--- config.mk ---
export PLATFORM = sky130hd
export DESIGN_NAME = video_timing_gen
export DESIGN_NICKNAME = d
export VERILOG_FILES = /design/src/rtl/video_timing_gen.sv
export SDC_FILE = /design/constraint.sdc
export NUM_CORES = 1
export LEC_CHECK = 0
export BUFFER_PORTS_ARGS = -buffer_cell sky130_fd_sc_hd__buf_2
export CAP_MARGIN = 10
export CORE_UTILIZATION = 24
export DETAILED_ROUTE_END_ITERATION = 8
export PLACE_DENSITY = 0.48
export SETUP_SLACK_MARGIN = 0.1
export SLEW_MARGIN = 40
export SYNTH_ARGS = -nofsm -noshare
export SYNTH_HDL_FRONTEND = slang
export SYNTH_SLANG_ARGS = --single-unit
--- constraint.sdc ---
create_clock -name clk_10M -period 2.5 [get_ports clk_10M]
set_clock_uncertainty 0.1 [all_clocks]
set_input_delay 0.5 -clock clk_10M [delete_from_list [all_inputs] [get_ports clk_10M]]
set_output_delay 0.5 -clock clk_10M [all_outputs]
set_load 0.01 [all_outputs]
--- src/rtl/video_timing_gen.sv ---
// ---------------------------------------------------------------------------
// video_timing_gen
//
// Parametrised raster timing generator. Horizontal and vertical counters
// advance on the pixel clock-enable. Blank, sync, inhibit and mirrored
// (cocktail-flip) counts are decoded from the *next* count value. They are
// registered in the same clock as the counters, so every output matches the
// count it is presented with.
//
// Optional feature macro: RASTER_IRQ_EN
//   defined   : irq sets when hcnt becomes H_ACTIVE on line irq_line, and
//               clears on irq_ack. Set wins over a simultaneous ack.
//   undefined : irq is tied low; irq_line / irq_ack are ignored.
//
// Ports
//   clk_10M     in  1   system clock
//   reset_n     in  1   asynchronous active-low reset
//   ce_pix      in  1   pixel clock enable, gates all counting
//   flip        in  1   cocktail flip (v_sync polarity, mirrored counts)
//   irq_line    in  VW  raster interrupt compare line (unflipped domain)
//   irq_ack     in  1   one-cycle pulse clearing irq
//   hcnt/vcnt   out     raw counters
//   hcnt_f      out HW  hcnt, or H_ACTIVE-1-hcnt when flipped (valid outside h_blank)
//   vcnt_f      out VW  vcnt, or V_TOTAL-1-vcnt when flipped
//   h_blank, v_blank, h_sync, v_sync, inhibit   decoded windows
//   line_start, frame_start                     one-clk strobes on wrap
//   irq         out 1   raster interrupt level
// ---------------------------------------------------------------------------
module video_timing_gen #(
  parameter int H_TOTAL   = 326,
  parameter int H_ACTIVE  = 256,
  parameter int HS_START  = 276,
  parameter int HS_END    = 286,
  parameter int V_TOTAL   = 256,
  parameter int VB_START  = 0,
  parameter int VB_END    = 25,
  parameter int VS_START  = 8,
  parameter int VS_END    = 12,
  parameter bit HS_POL    = 1'b1,
  parameter bit VS_POL    = 1'b0,
  parameter int INH_START = 224,
  localparam int HW       = $clog2(H_TOTAL),
  localparam int VW       = $clog2(V_TOTAL)
) (
  input  logic          clk_10M,
  input  logic          reset_n,
  input  logic          ce_pix,
  input  logic          flip,
  input  logic [VW-1:0] irq_line,
  input  logic          irq_ack,
  output logic [HW-1:0] hcnt,
  output logic [VW-1:0] vcnt,
  output logic [HW-1:0] hcnt_f,
  output logic [VW-1:0] vcnt_f,
  output logic          h_blank,
  output logic          v_blank,
  output logic          h_sync,
  output logic          v_sync,
  output logic          inhibit,
  output logic          line_start,
  output logic          frame_start,
  output logic          irq
);

  // Elaboration-time parameter sanity checks.
  generate
    if (H_ACTIVE >= H_TOTAL) begin : g_bad_h_active
      $error("video_timing_gen: H_ACTIVE must be less than H_TOTAL");
    end
    if (HS_END > H_TOTAL) begin : g_bad_hs_end
      $error("video_timing_gen: HS_END must not exceed H_TOTAL");
    end
    if (VS_END > V_TOTAL) begin : g_bad_vs_end
      $error("video_timing_gen: VS_END must not exceed V_TOTAL");
    end
    if (INH_START >= V_TOTAL) begin : g_bad_inh_start
      $error("video_timing_gen: INH_START must be less than V_TOTAL");
    end
  endgenerate

  // [s, e) window; wraps through zero when e < s.
  function automatic logic in_window(int cnt, int s, int e);
    if (e >= s) return (cnt >= s) && (cnt < e);
    return (cnt >= s) || (cnt < e);
  endfunction

  function automatic logic sync_level(logic active, logic pol);
    return active ? pol : ~pol;
  endfunction

  localparam logic [HW-1:0] H_LAST = HW'(H_TOTAL - 1);
  localparam logic [VW-1:0] V_LAST = VW'(V_TOTAL - 1);

  // Decoded values for count 0,0 with flip=0, loaded by reset.
  localparam logic H_BLANK_RST = (H_ACTIVE <= 0);
  localparam logic V_BLANK_RST = in_window(0, VB_START, VB_END);
  localparam logic H_SYNC_RST  = sync_level(in_window(0, HS_START, HS_END), HS_POL);
  localparam logic V_SYNC_RST  = sync_level(in_window(0, VS_START, VS_END), VS_POL);
  localparam logic INHIBIT_RST = (INH_START <= 0);

  logic          h_wrap;
  logic          v_wrap;
  logic [HW-1:0] hcnt_nxt;
  logic [VW-1:0] vcnt_nxt;

  // NOTE: combinational blocks assign every output a default first so no
  // path leaves a signal unassigned, which would otherwise infer a latch.
  always_comb begin
    h_wrap   = (hcnt == H_LAST);
    v_wrap   = (vcnt == V_LAST);
    hcnt_nxt = h_wrap ? '0 : hcnt + HW'(1);
    vcnt_nxt = vcnt;
    if (h_wrap) vcnt_nxt = v_wrap ? '0 : vcnt + VW'(1);
  end

  // Decodes of the count about to be loaded, so outputs line up with it.
  logic          h_blank_nxt;
  logic          v_blank_nxt;
  logic          h_sync_nxt;
  logic          v_sync_nxt;
  logic          inhibit_nxt;
  logic [HW-1:0] hcnt_f_nxt;
  logic [VW-1:0] vcnt_f_nxt;

  assign h_blank_nxt = (int'(hcnt_nxt) >= H_ACTIVE);
  assign v_blank_nxt = in_window(int'(vcnt_nxt), VB_START, VB_END);
  assign h_sync_nxt  = sync_level(in_window(int'(hcnt_nxt), HS_START, HS_END), HS_POL);
  assign v_sync_nxt  = sync_level(in_window(int'(vcnt_nxt), VS_START, VS_END), VS_POL ^ flip);
  assign inhibit_nxt = (int'(vcnt_nxt) >= INH_START);
  // Mirrored counts wrap modulo the counter width inside the blank region.
  assign hcnt_f_nxt  = flip ? HW'(H_ACTIVE - 1 - int'(hcnt_nxt)) : hcnt_nxt;
  assign vcnt_f_nxt  = flip ? VW'(V_TOTAL - 1 - int'(vcnt_nxt)) : vcnt_nxt;

  // NOTE: sequential state uses non-blocking assignments so every register
  // samples pre-edge values, independent of statement order.
  always_ff @(posedge clk_10M or negedge reset_n) begin
    if (!reset_n) begin
      hcnt        <= '0;
      vcnt        <= '0;
      hcnt_f      <= '0;
      vcnt_f      <= '0;
      h_blank     <= H_BLANK_RST;
      v_blank     <= V_BLANK_RST;
      h_sync      <= H_SYNC_RST;
      v_sync      <= V_SYNC_RST;
      inhibit     <= INHIBIT_RST;
      line_start  <= 1'b0;
      frame_start <= 1'b0;
    end else begin
      // Strobes last exactly one clk, whether or not ce_pix follows.
      line_start  <= 1'b0;
      frame_start <= 1'b0;
      if (ce_pix) begin
        hcnt        <= hcnt_nxt;
        vcnt        <= vcnt_nxt;
        hcnt_f      <= hcnt_f_nxt;
        vcnt_f      <= vcnt_f_nxt;
        h_blank     <= h_blank_nxt;
        v_blank     <= v_blank_nxt;
        h_sync      <= h_sync_nxt;
        v_sync      <= v_sync_nxt;
        inhibit     <= inhibit_nxt;
        line_start  <= h_wrap;
        frame_start <= h_wrap && v_wrap;
      end
    end
  end

`ifdef RASTER_IRQ_EN
  logic irq_set;

  assign irq_set = ce_pix && (int'(hcnt_nxt) == H_ACTIVE) && (vcnt_nxt == irq_line);

  always_ff @(posedge clk_10M or negedge reset_n) begin
    if (!reset_n)     irq <= 1'b0;
    else if (irq_set) irq <= 1'b1;   // set wins over a coincident ack
    else if (irq_ack) irq <= 1'b0;
  end
`else
  logic unused_irq_inputs;

  assign unused_irq_inputs = ^{irq_line, irq_ack};
  assign irq               = 1'b0;
`endif

endmodule
==> results.rst <==
.. list-table::
   :header-rows: 1

   * - Metric
     - Value
   * - Power Density
     - 799 nW/um2
   * - Yosys warnings
     - 0
   * - Standard-cell row count
     - 35
   * - DRC violation count after routing
     - 0
   * - Routed WL
     - 5460 um
   * - Largest fanout on the critical path
     - 15
   * - Quantity of hold-fixing buffers added after cts
     - 0
   * - EDFF count, synth
     - 0
   * - GRT Total Usage
     - 11.6%
   * - Type of the worst setup path
     - flop to flop
   * - Most used cells in the layout excluding fill and tap cells
     - sky130_fd_sc_hd__buf_2, sky130_fd_sc_hd__dfrtp_1, sky130_fd_sc_hd__xnor2_1, sky130_fd_sc_hd__nor2_1, sky130_fd_sc_hd__nand2_1
   * - Later-pin clock latency in the skew report
     - 300 ps
   * - CTS tree
     - yes
   * - Area of the die
     - 10,200 um2
   * - Net count after synthesis
     - 252
   * - Critical Path Sink Type
     - flop
   * - Endpoints failing setup
     - 0
   * - Post-route minimum period
     - 2190 ps
   * - Clock sink count
     - 40
   * - Worst Setup Slack, final
     - 314 ps
   * - Quantity of gates resized following cts
     - 0
   * - Run status
     - complete, no violations
   * - Number of optimization iterations in the first detailed-route pass
     - 4
   * - Net count, final
     - 294
   * - Async set-or-reset flop fraction in the synthesized netlist
     - 100%
   * - Average wire per cell in the routed design
     - 13.4 um
   * - Starting density of the core
     - 25.1%
   * - Number of storage elements in the synthesis netlist
     - 40
   * - Clk root buf
     - sky130_fd_sc_hd__clkbuf_8
   * - Number of standard cells after synthesis
     - 236
   * - Distinct cells, synth
     - 50
   * - Clock buffer count from CTS
     - 5
   * - Worst Hold Class
     - primary input to asynchronous set/reset pin
   * - Share of post-route cells with drive strength above 1
     - 33.0%
   * - Post-DP HPWL
     - 3990 um
   * - Combined area of all synthesized cells
     - 2360 um2
   * - Post-CTS Setup Bufs
     - 0
   * - First-pass GRT wire length
     - 9250 um
   * - Area growth from synthesis to final layout
     - 21.3%
   * - Required time reported for the critical path endpoint
     - 2630 ps
   * - Number of max-cap violations
     - 0
   * - Number of antenna violations at the first check in global routing
     - 0
   * - Arrival @ worst endpoint
     - 2320 ps
   * - Final GP Congestion
     - 0.772
   * - Overall power of the completed layout
     - 0.00228 W
   * - Ys flop type
     - sky130_fd_sc_hd__dfrtp_1
   * - Number of top-level pins
     - 55
   * - Worst IR drop on VDD
     - 0.253 mV
   * - Count of final hold-check violations
     - 0
   * - Leakage power
     - 1.26 nW
   * - Non-filler instance count after layout
     - 408
   * - Number of H-tree levels
     - 2
   * - Pre-CTS WS
     - 316 ps
   * - Number of global-route vias before repair
     - 1,797
   * - Die extent in y
     - 101 um
   * - Reg clk slew, reported paths
     - 80 ps
   * - DR vias/cell
     - 4.47
   * - Violation count after the first detailed-route iteration
     - 75
   * - Cell breakdown of the critical path
     - ha_1, and4bb_4, and2_4, a31oi_4, nor4b_4, nand3_1, a31o_1
   * - Per-instance average area after synthesis
     - 9.98 um2
   * - Cell taking the most area after synthesis
     - sky130_fd_sc_hd__dfrtp_1
   * - Final cycle utilization of the critical path
     - 87.4%
   * - Kind of launch point of the worst setup path
     - flop
   * - Fillers
     - 1,018
   * - DR vias
     - 1,822
   * - Setup repair after global routing missed its margin
     - no
   * - Final antenna-violating net count
     - 0
   * - Leading cell type in the layout, fill and taps excluded
     - sky130_fd_sc_hd__buf_2
   * - Final antenna diode count
     - 0
   * - Bufs on Longest Clock Path
     - 2
   * - Chip width
     - 101 um
   * - Max-slew violation count
     - 0
   * - Critical Path Max Stage Delay
     - 470 ps
   * - Yosys top cell area share
     - 40.4%
   * - Number of placed instances with taps included
     - 400
   * - TNS Setup
     - 0 ps
   * - Pin count of the biggest net entering global routing
     - 24
   * - Count of input and output buffers
     - 44
   * - Remaining global-route overflow
     - 0
   * - Core Box Area
     - 9370 um2
   * - Maximum clock frequency
     - 457 MHz
   * - Sequential element share of the synthesized area
     - 42.6%
   * - Master of the slowest instance on the critical path
     - sky130_fd_sc_hd__dfrtp_1
   * - Setup slack of the worst register-to-register path
     - 310 ps
   * - Main area contributors after synthesis
     - sky130_fd_sc_hd__dfrtp_1, sky130_fd_sc_hd__xnor2_1, sky130_fd_sc_hd__mux2_2, sky130_fd_sc_hd__nor2_1, sky130_fd_sc_hd__nand2_1
critical path, delay by kind of cell, from the launching register on:
family          cells  cell delay (ps)
flops               1              470
compound gates      2              350
simple gates        4              990
fa+ha+maj           1              200
power breakdown:
group / internal, W / switching, W
Clock: 0.000500 / 0.000251
Combinational: 0.000319 / 0.000362
Sequential: 0.000764 / 0.0000894
Total: 0.00158 / 0.000701
metal layers:
| metal | vias to the layer above | routed length, um | track usage [%] |
|---|---|---|---|
| li1 | 888 | - | - |
| met1 | 879 | 2690 | 15.9 |
| met2 | 49 | 2500 | 18.4 |
| met3 | 6 | 221 | 2.50 |
| met4 | 0 | 51 | 3.34 |
| met5 | - | 0 | 0 |
worst paths after layout:
kind | start | to | cells past startpoint
worst min register to register | v_blank | v_blank | 1
min in group clk_10M | v_blank | v_blank | 1
max in group asynchronous | reset_n | v_sync | 2
worst max-delay path | hcnt[0] | v_sync | 7
worst min-delay path | reset_n | vcnt_f[2] | 1
worst max register to register | hcnt[0] | v_sync | 7
kinds of logic after synthesis:
logic type,count (synthesis),synth area share [%]
fa+ha+maj,3,1.59
buf+inv,30,6.85
compound gates,41,11.8
simple gates,72,16.8
xor+xnor,34,13.0
flops,40,42.6
other cells,1,0.159
mux,15,7.22
synth_stat cells, types with 2 or more instances:
library cell and instances:
sky130_fd_sc_hd__a21o_1 2, sky130_fd_sc_hd__a21oi_1 10, sky130_fd_sc_hd__a31oi_1 4, sky130_fd_sc_hd__and2_4 2, sky130_fd_sc_hd__and3_1 5, sky130_fd_sc_hd__and4bb_4 2, sky130_fd_sc_hd__buf_2 9, sky130_fd_sc_hd__buf_4 2
sky130_fd_sc_hd__buf_8 2, sky130_fd_sc_hd__clkbuf_1 6, sky130_fd_sc_hd__dfrtp_1 38, sky130_fd_sc_hd__dfstp_2 2, sky130_fd_sc_hd__ha_1 3, sky130_fd_sc_hd__inv_1 9, sky130_fd_sc_hd__mux2_2 12, sky130_fd_sc_hd__mux2i_1 2
sky130_fd_sc_hd__nand2_1 17, sky130_fd_sc_hd__nand3_1 7, sky130_fd_sc_hd__nand4_1 5, sky130_fd_sc_hd__nor2_1 20, sky130_fd_sc_hd__nor3_1 5, sky130_fd_sc_hd__o21ai_0 11, sky130_fd_sc_hd__o21ai_2 2, sky130_fd_sc_hd__or3_1 2
sky130_fd_sc_hd__xnor2_1 28, sky130_fd_sc_hd__xor2_1 5
layout make-up:
class	instances	area, um2	area share (%)
multi-input cells	166	1190	41.7
flip-flops and latches	40	1000	35.1
repair buffers	56	310	10.9
well taps	129	161	5.65
clock inverters	3	90.1	3.15
clock buffers	5	68.8	2.41
inverters	9	33.8	1.18
state kept, by name (all words and copies together) (netlist names):
name,cells
frame_start,1
h_blank,1
h_sync,1
hcnt,9
hcnt_f,8
inhibit,1
line_start,1
v_blank,1
v_sync,1
vcnt,8
vcnt_f,8
stage by stage:
step,utilization [%],hold WS [ps],cell area (um2)
final,30.5,27.9,2860
after global routing,30.5,57.2,2860
after detailed placement,28.8,367,2700
after floorplan,-,104,2360
after global placement,28.8,354,2700
after CTS,30.5,38.4,2860
Note: power is estimated with default switching activity, not from simulation.
